## config.mk

```make
export PLATFORM = sky130hd
export DESIGN_NAME = memory_issue_scheduler
export DESIGN_NICKNAME = d
export VERILOG_FILES = /design/src/rtl/memory_issue_scheduler.sv
export SDC_FILE = /design/constraint.sdc
export NUM_CORES = 1
export LEC_CHECK = 0
export CAP_MARGIN = 30
export CELL_PAD_IN_SITES_DETAIL_PLACEMENT = 1
export CELL_PAD_IN_SITES_GLOBAL_PLACEMENT = 1
export CORE_UTILIZATION = 47
export DETAILED_ROUTE_END_ITERATION = 6
export PLACE_DENSITY_LB_ADDON = 0.12
export SYNTH_ARGS = -nofsm -noshare
export SYNTH_HDL_FRONTEND = slang
export SYNTH_SLANG_ARGS = --single-unit
```

## constraint.sdc

```tcl
create_clock -name clk_in -period 3.75 [get_ports clk_in]
set_clock_uncertainty 0.15 [all_clocks]
set_input_delay 0.75 -clock clk_in [delete_from_list [all_inputs] [get_ports clk_in]]
set_output_delay 0.75 -clock clk_in [all_outputs]
set_load 0.05 [all_outputs]
```

## src/rtl/memory_issue_scheduler.sv

```systemverilog
// Memory-class instruction issue scheduler: small FIFO, one issue per cycle, BRAM write->read
// spacing and single outstanding WRITEB read. Optional STALL_COUNTER_EN adds stall_count_out.
module memory_issue_scheduler #(
   parameter int INSTRUCTION_WIDTH = 32,
   parameter int FIFO_DEPTH        = 4,
   parameter int BRAM_LATENCY      = 2,
   parameter int RD_TIMEOUT        = 8
) (
   input  logic                         clk_in,
   input  logic                         rst_in,
   input  logic [INSTRUCTION_WIDTH-1:0] instr_in,
   input  logic                         instr_valid_in,
   output logic                         instr_ready_out,
   output logic [INSTRUCTION_WIDTH-1:0] mem_instr_out,
   output logic                         mem_instr_valid_out,
   input  logic                         abc_valid_in,
   output logic                         busy_out,
   output logic                         drop_out,
   output logic                         timeout_out,
`ifdef STALL_COUNTER_EN
   output logic [15:0]                  stall_count_out,
`endif
   output logic                         state_dbg_out
);

   localparam int IW  = INSTRUCTION_WIDTH;
   localparam int PW  = (FIFO_DEPTH > 1) ? $clog2(FIFO_DEPTH) : 1;
   localparam int CW  = PW + 1;
   localparam int WRW = (BRAM_LATENCY > 0) ? $clog2(BRAM_LATENCY + 1) : 1;
   localparam int RDW = (RD_TIMEOUT > 1) ? $clog2(RD_TIMEOUT) : 1;

   localparam logic [3:0] OP_SMA    = 4'b0110;
   localparam logic [3:0] OP_LOADI  = 4'b0111;
   localparam logic [3:0] OP_LOADB  = 4'b1000;
   localparam logic [3:0] OP_WRITEB = 4'b1001;

   typedef enum logic {
      IDLE    = 1'b0,
      WAIT_RD = 1'b1
   } state_t;

   // Handshake: an instruction is taken on a rising edge where instr_valid_in && instr_ready_out;
   // mem_instr_valid_out is a single-cycle strobe with no back-pressure from the memory block.

   logic [IW-1:0]  fifo_q [FIFO_DEPTH];
   logic [PW-1:0]  rd_ptr_q, wr_ptr_q;
   logic [CW-1:0]  count_q, count_d;
   state_t         state_q;
   logic [WRW-1:0] wr_cnt_q;
   logic [RDW-1:0] rd_cnt_q;

   logic          full, empty, accept, in_is_mem, push, issue;
   logic [3:0]    in_op, head_op;
   logic [IW-1:0] head;

   always_comb begin
      full      = (count_q == CW'(FIFO_DEPTH));
      empty     = (count_q == '0);
      in_op     = instr_in[IW-1 -: 4];
      in_is_mem = (in_op == OP_SMA) || (in_op == OP_LOADI) ||
                  (in_op == OP_LOADB) || (in_op == OP_WRITEB);
      accept    = instr_valid_in && !full;
      push      = accept && in_is_mem;
      head      = fifo_q[rd_ptr_q];
      head_op   = head[IW-1 -: 4];
      // Only WRITEB must wait for the BRAM write spacing; other memory ops go straight out.
      issue     = (state_q == IDLE) && !empty &&
                  ((head_op != OP_WRITEB) || (wr_cnt_q == '0));
      count_d   = count_q + CW'(push) - CW'(issue);
   end

   always_ff @(posedge clk_in) begin
      if (push) begin
         fifo_q[wr_ptr_q] <= instr_in;
      end
   end

   always_ff @(posedge clk_in) begin
      if (rst_in) begin
         state_q             <= IDLE;
         rd_ptr_q            <= '0;
         wr_ptr_q            <= '0;
         count_q             <= '0;
         wr_cnt_q            <= '0;
         rd_cnt_q            <= '0;
         mem_instr_out       <= '0;
         mem_instr_valid_out <= 1'b0;
         drop_out            <= 1'b0;
         timeout_out         <= 1'b0;
      end else begin
         count_q             <= count_d;
         mem_instr_valid_out <= issue;
         drop_out            <= accept && !in_is_mem;
         timeout_out         <= 1'b0;
         if (push) begin
            wr_ptr_q <= wr_ptr_q + 1'b1;
         end
         if (issue) begin
            mem_instr_out <= head;
            rd_ptr_q      <= rd_ptr_q + 1'b1;
         end
         if (issue && ((head_op == OP_LOADI) || (head_op == OP_LOADB))) begin
            wr_cnt_q <= WRW'(BRAM_LATENCY - 1);
         end else if (wr_cnt_q != '0) begin
            wr_cnt_q <= wr_cnt_q - 1'b1;
         end
         case (state_q)
            IDLE: begin
               if (issue && (head_op == OP_WRITEB)) begin
                  state_q  <= WAIT_RD;
                  rd_cnt_q <= '0;
               end
            end
            WAIT_RD: begin
               // abc_valid_in wins over an expiry landing on the same edge.
               if (abc_valid_in) begin
                  state_q <= IDLE;
               end else if (rd_cnt_q == RDW'(RD_TIMEOUT - 1)) begin
                  timeout_out <= 1'b1;
                  state_q     <= IDLE;
               end else begin
                  rd_cnt_q <= rd_cnt_q + 1'b1;
               end
            end
            default: state_q <= IDLE;
         endcase
      end
   end

   assign instr_ready_out = !full;
   assign busy_out        = !empty || (state_q != IDLE);
   assign state_dbg_out   = (state_q == WAIT_RD);

`ifdef STALL_COUNTER_EN
   logic [15:0] stall_q;

   always_ff @(posedge clk_in) begin
      if (rst_in) begin
         stall_q <= '0;
      end else if (!empty && !issue && (stall_q != 16'hFFFF)) begin
         stall_q <= stall_q + 16'd1;
      end
   end

   assign stall_count_out = stall_q;
`endif

endmodule

```

; ---- Word level (Yosys, flattened, before mapping)
; Memories as Yosys holds them, arrays and structs flattened. A register that Yosys moved wholly into a read port is not among the register bits.
; Cells that the tools add are included.
[totals]
mem_count = 1
wordCells = 70
ramBits = 128
reg_bits = 48
input_bits = 36
out_inout_bits = 38
[op_classes]
n_mux = 15
eq_ne = 13
addsub = 6
n_bitwise = 1
n_reduce_logical = 23
[memory_table]
columns = name, depth, word_bits, read_ports, rd_ports_with_merged_regs, wr, line_no
row1 = fifo_q, 4, 32, 1, 1, 1, 45  ; logic [IW-1:0] fifo_q [FIFO_DEPTH];
[op_table]
columns = cell, n
row1 = 4-bit == test (second input constant), 4
row2 = 4-bit by 3-bit == test with 1-bit output (second input constant), 3
row3 = 3-bit 2-to-1 mux, 3
row4 = 1-bit 2-to-1 mux, 8
row5 = 1-bit logical AND, 7
row6 = 3-bit == test (second input constant), 2
row7 = 1-bit logical OR, 6
row8 = 3-bit case mux with 2 select lines, 1
row9 = 2-bit by 1-bit adder with 2-bit output (second input constant), 2
row10 = 2-bit 2-to-1 mux, 2
row11 = 2-bit != test (second input constant), 2
row12 = 4-bit != test (second input constant), 1
row13 = 2-bit nonzero test, 2
row14 = 3-bit by 1-bit adder with 3-bit output, 1
row15 = 3-bit by 1-bit adder with 3-bit output (second input constant), 1
row16 = 1-bit logical NOT, 3
row17 = 3-bit logical NOT, 1
row18 = 3-bit AND reduction, 1
row19 = 3-bit OR reduction, 1
row20 = 3-bit by 1-bit subtractor with 3-bit output, 1
row21 = 2-bit logical NOT, 1
row22 = 2-bit by 1-bit != test with 1-bit output (second input constant), 1
row23 = 1-bit case mux with 2 select lines, 1
row24 = 2-bit OR reduction, 1
row25 = other kinds (2), 2

; ---- Logic depth before layout (Yosys ltp)
; Gate-level depths: netlist of run 1.
[depth]
word_depth = 7
mapped_depth = 10
mapped_depth_nobuf = 9

; ---- Least setup slack after synthesis of run 1
; Ideal clock, no wire load.
[synth_path]
path_kind = flip-flop to flip-flop
from = register with a tool-made name
to = register count_q[2]
synth_period_minus_slack_ns = 2.803
stages_incl_launch_ff = 11
setup_time_ns = 0.128
path_buffers = 2
required_time_ns = 3.472
slack_ns = 0.947
arrival_ns = 2.526
path_cell_list = dfxtp_1 -> buf_2 -> mux4_2 -> nor4b_4 -> buf_6 -> a21oi_1 -> xnor2_1 -> ha_1 -> fa_1 -> xnor2_1 -> nor2_1
[synth_rtl]
columns = element, line_no
row1 = end signal: assignment, 91  ; count_q <= count_d;
row2 = end: declaration, 47  ; logic [CW-1:0] count_q, count_d;

; ---- Final worst setup path of run 1
[layout_path]
from = register count_q[2]
to = output instr_ready_out
[layout_between]
elab_chain_cells = 2
[layout_rtl]
columns = element, line_no
row1 = 3-bit == test, 57  ; full = (count_q == CW'(FIFO_DEPTH));
row2 = 1-bit logical NOT, 130  ; assign instr_ready_out = !full;
row3 = end: declaration, 13  ; output logic instr_ready_out,
; No other way between the ends.

==> reports/qor.csv, run 1 <==
stage;metric;value;unit
floorplan;cell row count;45;
sta;headroom to the max-slew limit;0.476;
global_route;pin count of the biggest net entering global routing;66;
clocking;worst-skew pair later-pin latency;440;ps
global_route;number of antenna violations at the first check in global routing;0;
global_route;global routing met1 resource utilization;0.275;
global_route;Tot GR Track Use;0.220;
clocking;Max Buffers Root-to-Sink;2;
routing;routed length per instance;22.0;um
synthesis;YS warnings;0;
clocking;number of resized instances in the post-cts repair step;0;
sta;number of hold violations in the final report;0;
synthesis;synthesized flop and latch total;178;
global_route;met2 global-route usage;0.379;
floorplan;core area;0.0152;mm2
synthesis;synthesized net count;531;
clocking;TritonCTS Sinks;178;
outcome;status;finished clean;
sta;total negative slack for setup checks;0;ps
sta;highest achievable clock rate;0.340;GHz
cells_and_area;net total in the final layout;598;
critical_path;Cell Chain, Critical Path;or3b_2 > clkdlybuf4s50_1;
routing;total number of vias;4517;
synthesis;most common cell in the synthesized netlist;sky130_fd_sc_hd__edfxtp_1;
global_route;via count of the first global-routing pass;4730;
synthesis;count of flip-flops with a built-in enable after synthesis;128;
global_route;wire length of the first global-routing pass;26.3;mm
cells_and_area;fraction of layout instances using a drive strength above 1;0.154;
floorplan;floorplan die height;127;um
floorplan;die span in x;127;um
cells_and_area;Area Growth Syn to Fin;20.6;%
placed_design;Port Buffers;73;
critical_path;Worst path slowest cell;sky130_fd_sc_hd__clkdlybuf4s50_1;
floorplan;die footprint;0.0161;mm2
critical_path;arrival time reported for the critical path endpoint;2040;ps
sta;shortest period the worst path allows;2940;ps
critical_path;peak per-stage delay on the critical path;730;ps
critical_path;cell count of the worst reg-to-reg path;8;
clocking;Post CTS Setup Buffer Count;0;
clocking;CTS Root Cell;sky130_fd_sc_hd__clkbuf_16;
synthesis;syn avg cell area;15.1;um2
critical_path;reg-to-reg critical path endpoint;count_q[2]$_SDFF_PP0_;
sta;number of slew-limit violations in the final report;0;
synthesis;post-synthesis sequential area ratio;0.660;
critical_path;CP Depth;2;
global_route;peak-usage layer in the global routing report;met2;
sta;Setup Viol. Count Final;0;
routing;Via-to-Cell Ratio;5.99;
clocking;number of hold buffers added after cts;0;
critical_path;CP top delay family;buffers and inverters;
critical_path;Critical Path End Type;output pin;
routing;count of nets left with antenna violations after detail routing;0;
sta;post-route fraction of the period consumed by the critical path;0.784;
min_path;end of the worst hold path;rd_cnt_q[0]$_SDFFE_PP0P_;
critical_path;r2r setup slk;990;ps
sta;setup repair after global routing missed its margin;no;
floorplan;I/O pins;74;
pwr;Pwr per Cell Area;755;mW/mm2
clocking;clock tree from TritonCTS;built;
synthesis;area share of the largest cell type after synthesis;0.523;
placed_design;RD Place Congestion;0.737;
synthesis;number of distinct library cells after synthesis;43;
synthesis;post-synth top area cell;sky130_fd_sc_hd__edfxtp_1;
clocking;clock transition at the registers of the reported paths;60;ps
routing;Total Wirelength;16.6;mm
synthesis;synthesized netlist cell count;486;
sta;actual transition at the worst max-transition pin;786;ps
critical_path;number of buffer and inverter stages on the critical path;1;
min_path;Cells on Worst Hold Path;1;
floorplan;Starting Density;0.483;
synthesis;Commonest cells post-synth;128 x sky130_fd_sc_hd__edfxtp_1, 50 x sky130_fd_sc_hd__dfxtp_1, 34 x sky130_fd_sc_hd__nand2_1;
synthesis;top cells by area in the synthesized netlist;sky130_fd_sc_hd__edfxtp_1 52%, sky130_fd_sc_hd__dfxtp_1 14%, sky130_fd_sc_hd__mux4_2 9.8%;
routing;initial drt markers;318;
global_route;routing usage on met3;0.0444;
cells_and_area;number of fill cells;1435;
cells_and_area;Finished Core Util;0.583;
pwr;worst ir drop on vdd;542;uV
synthesis;Post-Synthesis Cell Area;0.00735;mm2
critical_path;highest net fanout along the worst path;3;
critical_path;required time reported for the critical path endpoint;2850;ps
placed_design;half-perimeter wire length after detailed placement;9.85;mm
global_route;leftover overflow at the end of global routing;0;
synthesis;most instantiated flip-flop cell in the synthesis netlist;sky130_fd_sc_hd__edfxtp_1;
synthesis;share of flip-flops with an asynchronous set or reset;0;
routing;1st-pass router iterations;4;
pwr;standby leakage power;2.85;nW
clocking;clock buffers created by TritonCTS;17;
min_path;startpoint of the worst hold path;rd_cnt_q[0]$_SDFFE_PP0P_;
critical_path;Worst Setup Start Kind;flop;
min_path;Worst Hold Class;flop to flop;
cells_and_area;total inserted antenna cells;0;
clocking;# H-tree levels;4;
routing;Post-route DRC;0;
critical_path;critical path class;flop to output pin;
run;max capacitance violation total;0;
report_power, final:
group	leakage (nW)	total, mW	switching, mW	internal, mW
Combinational	0.996	2.42	1.50	0.920
Sequential	1.57	2.48	0.148	2.33
Clock	0.284	1.79	0.728	1.06
Total	2.85	6.69	2.38	4.31
final cells by class:
class / instances / area [um2] / share of cell area
clock inverter: 10 / 134 / 0.0151
multi-input combinational: 263 / 2290 / 0.259
sequential: 178 / 4850 / 0.547
timing repair buffer: 86 / 873 / 0.0985
tap: 188 / 235 / 0.0265
clock buffer: 22 / 454 / 0.0512
inverter: 7 / 26.3 / 0.00296
routing by layer:
layer,part of all wire,vias to the layer above
met5,0,-
li1,-,2055
met1,0.43,2346
met2,0.52,93
met3,0.035,23
met4,0.016,0
layout by cell type (no fill, tap or decap), types with 3 or more instances in the layout:
cell type,netlist,routed
sky130_fd_sc_hd__clkinv_2,0,4
sky130_fd_sc_hd__xnor2_1,5,5
sky130_fd_sc_hd__clkdlybuf4s50_1,0,72
sky130_fd_sc_hd__buf_12,0,4
sky130_fd_sc_hd__clkbuf_16,0,17
sky130_fd_sc_hd__nand2_1,34,34
sky130_fd_sc_hd__nor3_1,4,3
sky130_fd_sc_hd__edfxtp_1,128,128
sky130_fd_sc_hd__nor4_1,3,3
sky130_fd_sc_hd__nor2b_1,32,32
sky130_fd_sc_hd__inv_1,7,7
sky130_fd_sc_hd__a211oi_1,3,3
sky130_fd_sc_hd__mux4_2,32,32
sky130_fd_sc_hd__o211ai_1,33,33
sky130_fd_sc_hd__a21oi_1,6,6
sky130_fd_sc_hd__a32oi_1,29,29
sky130_fd_sc_hd__nor2_1,9,9
sky130_fd_sc_hd__bufinv_16,0,3
sky130_fd_sc_hd__mux2i_1,4,4
sky130_fd_sc_hd__clkbuf_1,21,4
sky130_fd_sc_hd__and2_2,0,4
sky130_fd_sc_hd__nand3_1,30,30
sky130_fd_sc_hd__ha_1,8,8
sky130_fd_sc_hd__dfxtp_1,50,48
sky130_fd_sc_hd__buf_4,3,9
cell families after synthesis:
| kind of cell | Yosys count | synth area share |
|---|---|---|
| DFF | 178 | 0.660 |
| and+or+nand+nor | 132 | 0.0976 |
| AOI/OAI and AO/OA | 80 | 0.0857 |
| buffers and inverters | 45 | 0.0298 |
| muxes | 37 | 0.105 |
| adders and majority gates | 9 | 0.0164 |
| xor gates and xnor gates | 5 | 0.00596 |
how the worst max path moves through the flow:
stage,from,end,slack [ps]
final,count_q[2]$_SDFF_PP0_,instr_ready_out,810
after global routing,count_q[2]$_SDFF_PP0_,instr_ready_out,750
after detailed placement,instr_in[31],count_q[2]$_SDFF_PP0_,500
after global placement,instr_in[31],count_q[2]$_SDFF_PP0_,560
after CTS,count_q[2]$_SDFF_PP0_,instr_ready_out,780
after floorplan,flop,count_q[2]$_SDFF_PP0_,950
sequential cells by signal, indices dropped and copies added, names as in the netlist, named ones only:
register and count:
wr_cnt_q 2, rd_ptr_q 2, rd_cnt_q 3, wr_ptr_q 2, mem_instr_valid_out 1, drop_out 1, mem_instr_out 32, fifo_q 128
count_q 3, state_dbg_out 1, timeout_out 1
worst register-to-register path: stages (launching register included):
cell	delay [ps]
sky130_fd_sc_hd__dfxtp_2	620
sky130_fd_sc_hd__mux4_2	460
sky130_fd_sc_hd__nor4b_4	290
sky130_fd_sc_hd__a21oi_1	160
sky130_fd_sc_hd__xnor2_1	150
sky130_fd_sc_hd__ha_1	210
sky130_fd_sc_hd__fa_1	380
sky130_fd_sc_hd__xnor2_1	160
sky130_fd_sc_hd__nor2_1	50
per-stage QoR:
stage	setup WS [ps]	instances	total power [mW]	area [um2]	hold slack, ps
6_report	810	754	6.69	8860	337
5_1_grt	749	754	6.98	8860	373
4_1_cts	780	754	6.75	8860	344
3_5_place_dp	505	722	4.94	8270	336
3_3_place_gp	560	722	4.87	8270	319
2_1_floorplan	947	486	4.22	7350	298
(Power assumes the default switching activity.)
==> run 2, diff against run 1 <==
==> constraint.sdc (replaced) <==
create_clock -name clk_in -period 3 [get_ports clk_in]
set_clock_uncertainty 0.15 [all_clocks]
set_input_delay 0.6 -clock clk_in [delete_from_list [all_inputs] [get_ports clk_in]]
set_output_delay 0.6 -clock clk_in [all_outputs]
set_load 0.05 [all_outputs]
==> run 2 against run 1 <==
Net effect: critical endpoint is now count_q[2]$_SDFF_PP0_; design area is 1.1% higher; global-route usage grew 0.057 points; highest routed layer unchanged; sequential share of layout area down 0.61 points.
==> reports/qor.csv, run 2 (same netlist as run 1, synthesis figures left out) <==
stage;metric;value;unit
floorplan;I/O pins;74;
clocking;clock buffers created by TritonCTS;17;
placed_design;Port Buffers;73;
clocking;number of resized instances in the post-cts repair step;0;
routing;Via-to-Cell Ratio;5.95;
sta;Setup Viol. Count Final;0;
floorplan;floorplan die height;127;um
routing;Post-route DRC;0;
min_path;end of the worst hold path;rd_cnt_q[1]$_SDFFE_PP0P_;
pwr;Int Power;5.60;mW
run;max capacitance violation total;0;
routing;total number of vias;4513;
floorplan;cell row count;45;
global_route;wire length of the first global-routing pass;26.5;mm
placed_design;half-perimeter wire length after detailed placement;9.97;mm
global_route;leftover overflow at the end of global routing;0;
min_path;startpoint of the worst hold path;rd_cnt_q[1]$_SDFFE_PP0P_;
critical_path;reg-to-reg critical path endpoint;count_q[2]$_SDFF_PP0_;
cells_and_area;flip-flop count of the largest register after layout;128;
pwr;worst ir drop on vdd;733;uV
critical_path;cell count of the worst reg-to-reg path;8;
cells_and_area;Area Growth Syn to Fin;22.0;%
sta;post-route fraction of the period consumed by the critical path;0.926;
routing;1st-pass router iterations;4;
global_route;number of antenna violations at the first check in global routing;0;
outcome;status;finished clean;
min_path;Cells on Worst Hold Path;2;
critical_path;r2r setup slk;220;ps
global_route;Tot GR Track Use;0.221;
routing;initial drt markers;318;
sta;highest achievable clock rate;0.360;GHz
cells_and_area;Finished Core Util;0.590;
routing;Total Wirelength;16.5;mm
cells_and_area;net total in the final layout;602;
clocking;Max Buffers Root-to-Sink;2;
cells_and_area;commonest cells after routing, fill and taps aside;128 x sky130_fd_sc_hd__edfxtp_1, 72 x sky130_fd_sc_hd__clkdlybuf4s50_1, 48 x sky130_fd_sc_hd__dfxtp_1, 34 x sky130_fd_sc_hd__nand2_1, 33 x sky130_fd_sc_hd__o211ai_1;
sta;headroom to the max-slew limit;0.531;
pwr;register share of total power;0.360;
placed_design;RD Place Congestion;0.691;
global_route;pin count of the biggest net entering global routing;66;
sta;setup repair after global routing missed its margin;no;
pwr;standby leakage power;2.90;nW
routing;count of nets left with antenna violations after detail routing;0;
cells_and_area;register with the most flip-flops;fifo_q;
critical_path;critical path class;flop to flop;
floorplan;die span in x;127;um
clocking;Post CTS Setup Buffer Count;0;
global_route;via count of the first global-routing pass;4808;
pwr;Logic pwr share;0.354;
sta;shortest period the worst path allows;2780;ps
floorplan;core area;0.0152;mm2
pwr;Pwr per Cell Area;959;mW/mm2
sta;actual transition at the worst max-transition pin;704;ps
clocking;# H-tree levels;4;
floorplan;die footprint;0.0161;mm2
critical_path;highest net fanout along the worst path;8;
cells_and_area;non-filler instance count after layout;758;
clocking;worst-skew pair later-pin latency;420;ps
routing;routed length per instance;21.8;um
cells_and_area;total inserted antenna cells;0;
cells_and_area;fraction of layout instances using a drive strength above 1;0.165;
pwr;switch share;0.348;
clocking;clock transition at the registers of the reported paths;60;ps
pwr;net switching power;2.99;mW
clocking;CTS Root Cell;sky130_fd_sc_hd__clkbuf_16;
sta;number of hold violations in the final report;0;
pwr;proportion of power drawn by the clock network;0.285;
cells_and_area;Largest regs;fifo_q (128), mem_instr_out (32);
clocking;TritonCTS Sinks;178;
critical_path;arrival time reported for the critical path endpoint;2930;ps
critical_path;required time reported for the critical path endpoint;3160;ps
clocking;clock tree from TritonCTS;built;
critical_path;Critical Path End Type;flop;
floorplan;Starting Density;0.483;
min_path;Worst Hold Class;flop to flop;
placed_design;Cell Count Post-Placement;726;
critical_path;Worst Setup Start Kind;flop;
sta;number of slew-limit violations in the final report;0;
cells_and_area;most common cell after layout, fill and taps aside;sky130_fd_sc_hd__edfxtp_1;
sta;total negative slack for setup checks;0;ps
clocking;number of hold buffers added after cts;0;
## run 2: final cells by class
class / count / area, um2
fill: 1402 / 6240
sequential: 178 / 4850
multi-input combinational: 263 / 2290
timing repair buffer: 90 / 903
clock buffer: 19 / 453
tap: 188 / 235
clock inverter: 13 / 205
inverter: 7 / 26.3
## run 2: through the flow
stage / instance area, um2 / power, mW / worst slack [ps] / hold slack [ps]
floorplan: 7350 / 5.28 / 197 / 298
global placement: 8300 / 6.09 / 166 / 330
detailed placement: 8300 / 6.20 / 63.8 / 348
CTS: 8960 / 8.67 / 193 / 357
global route: 8960 / 8.97 / 69.1 / 370
finish: 8960 / 8.60 / 222 / 355
## run 2: worst max-delay path: stages (launching register included)
cell,delay (ps)
sky130_fd_sc_hd__dfxtp_2,480
sky130_fd_sc_hd__mux4_2,620
sky130_fd_sc_hd__nor4b_4,300
sky130_fd_sc_hd__a21oi_1,160
sky130_fd_sc_hd__xnor2_1,150
sky130_fd_sc_hd__ha_1,210
sky130_fd_sc_hd__fa_1,370
sky130_fd_sc_hd__xnor2_1,170
sky130_fd_sc_hd__nor2_1,50
## run 2: power groups by stage
stage | Combinational [mW] | Clock, mW | Sequential, mW
after floorplan | 1.59 | 0 | 3.69
after global placement | 2.95 | 0 | 3.14
after detailed placement | 3.05 | 0 | 3.15
after CTS | 3.07 | 2.50 | 3.10
after global routing | 3.26 | 2.58 | 3.13
final | 3.05 | 2.45 | 3.10
## run 2: how the worst max path moves through the flow
| stage | startpoint | end | slack (ps) | cells after the start |
|---|---|---|---|---|
| floorplan | flop | count_q[2]$_SDFF_PP0_ | 200 | 10 |
| global placement | instr_in[31] | count_q[2]$_SDFF_PP0_ | 170 | 8 |
| detailed placement | instr_in[31] | count_q[2]$_SDFF_PP0_ | 60 | 8 |
| CTS | flop | count_q[2]$_SDFF_PP0_ | 190 | 8 |
| global route | flop | count_q[2]$_SDFF_PP0_ | 70 | 8 |
| finish | flop | count_q[2]$_SDFF_PP0_ | 220 | 8 |
## run 2: per-layer routing
metal / up-vias / track usage / wire length, um / share of wire
li1: 2057 / - / - / -
met1: 2325 / 0.290 / 7180 / 0.44
met2: 116 / 0.371 / 8300 / 0.50
met3: 15 / 0.0456 / 829 / 0.050
met4: 0 / 0.0679 / 194 / 0.012
met5: - / 0 / 0 / 0
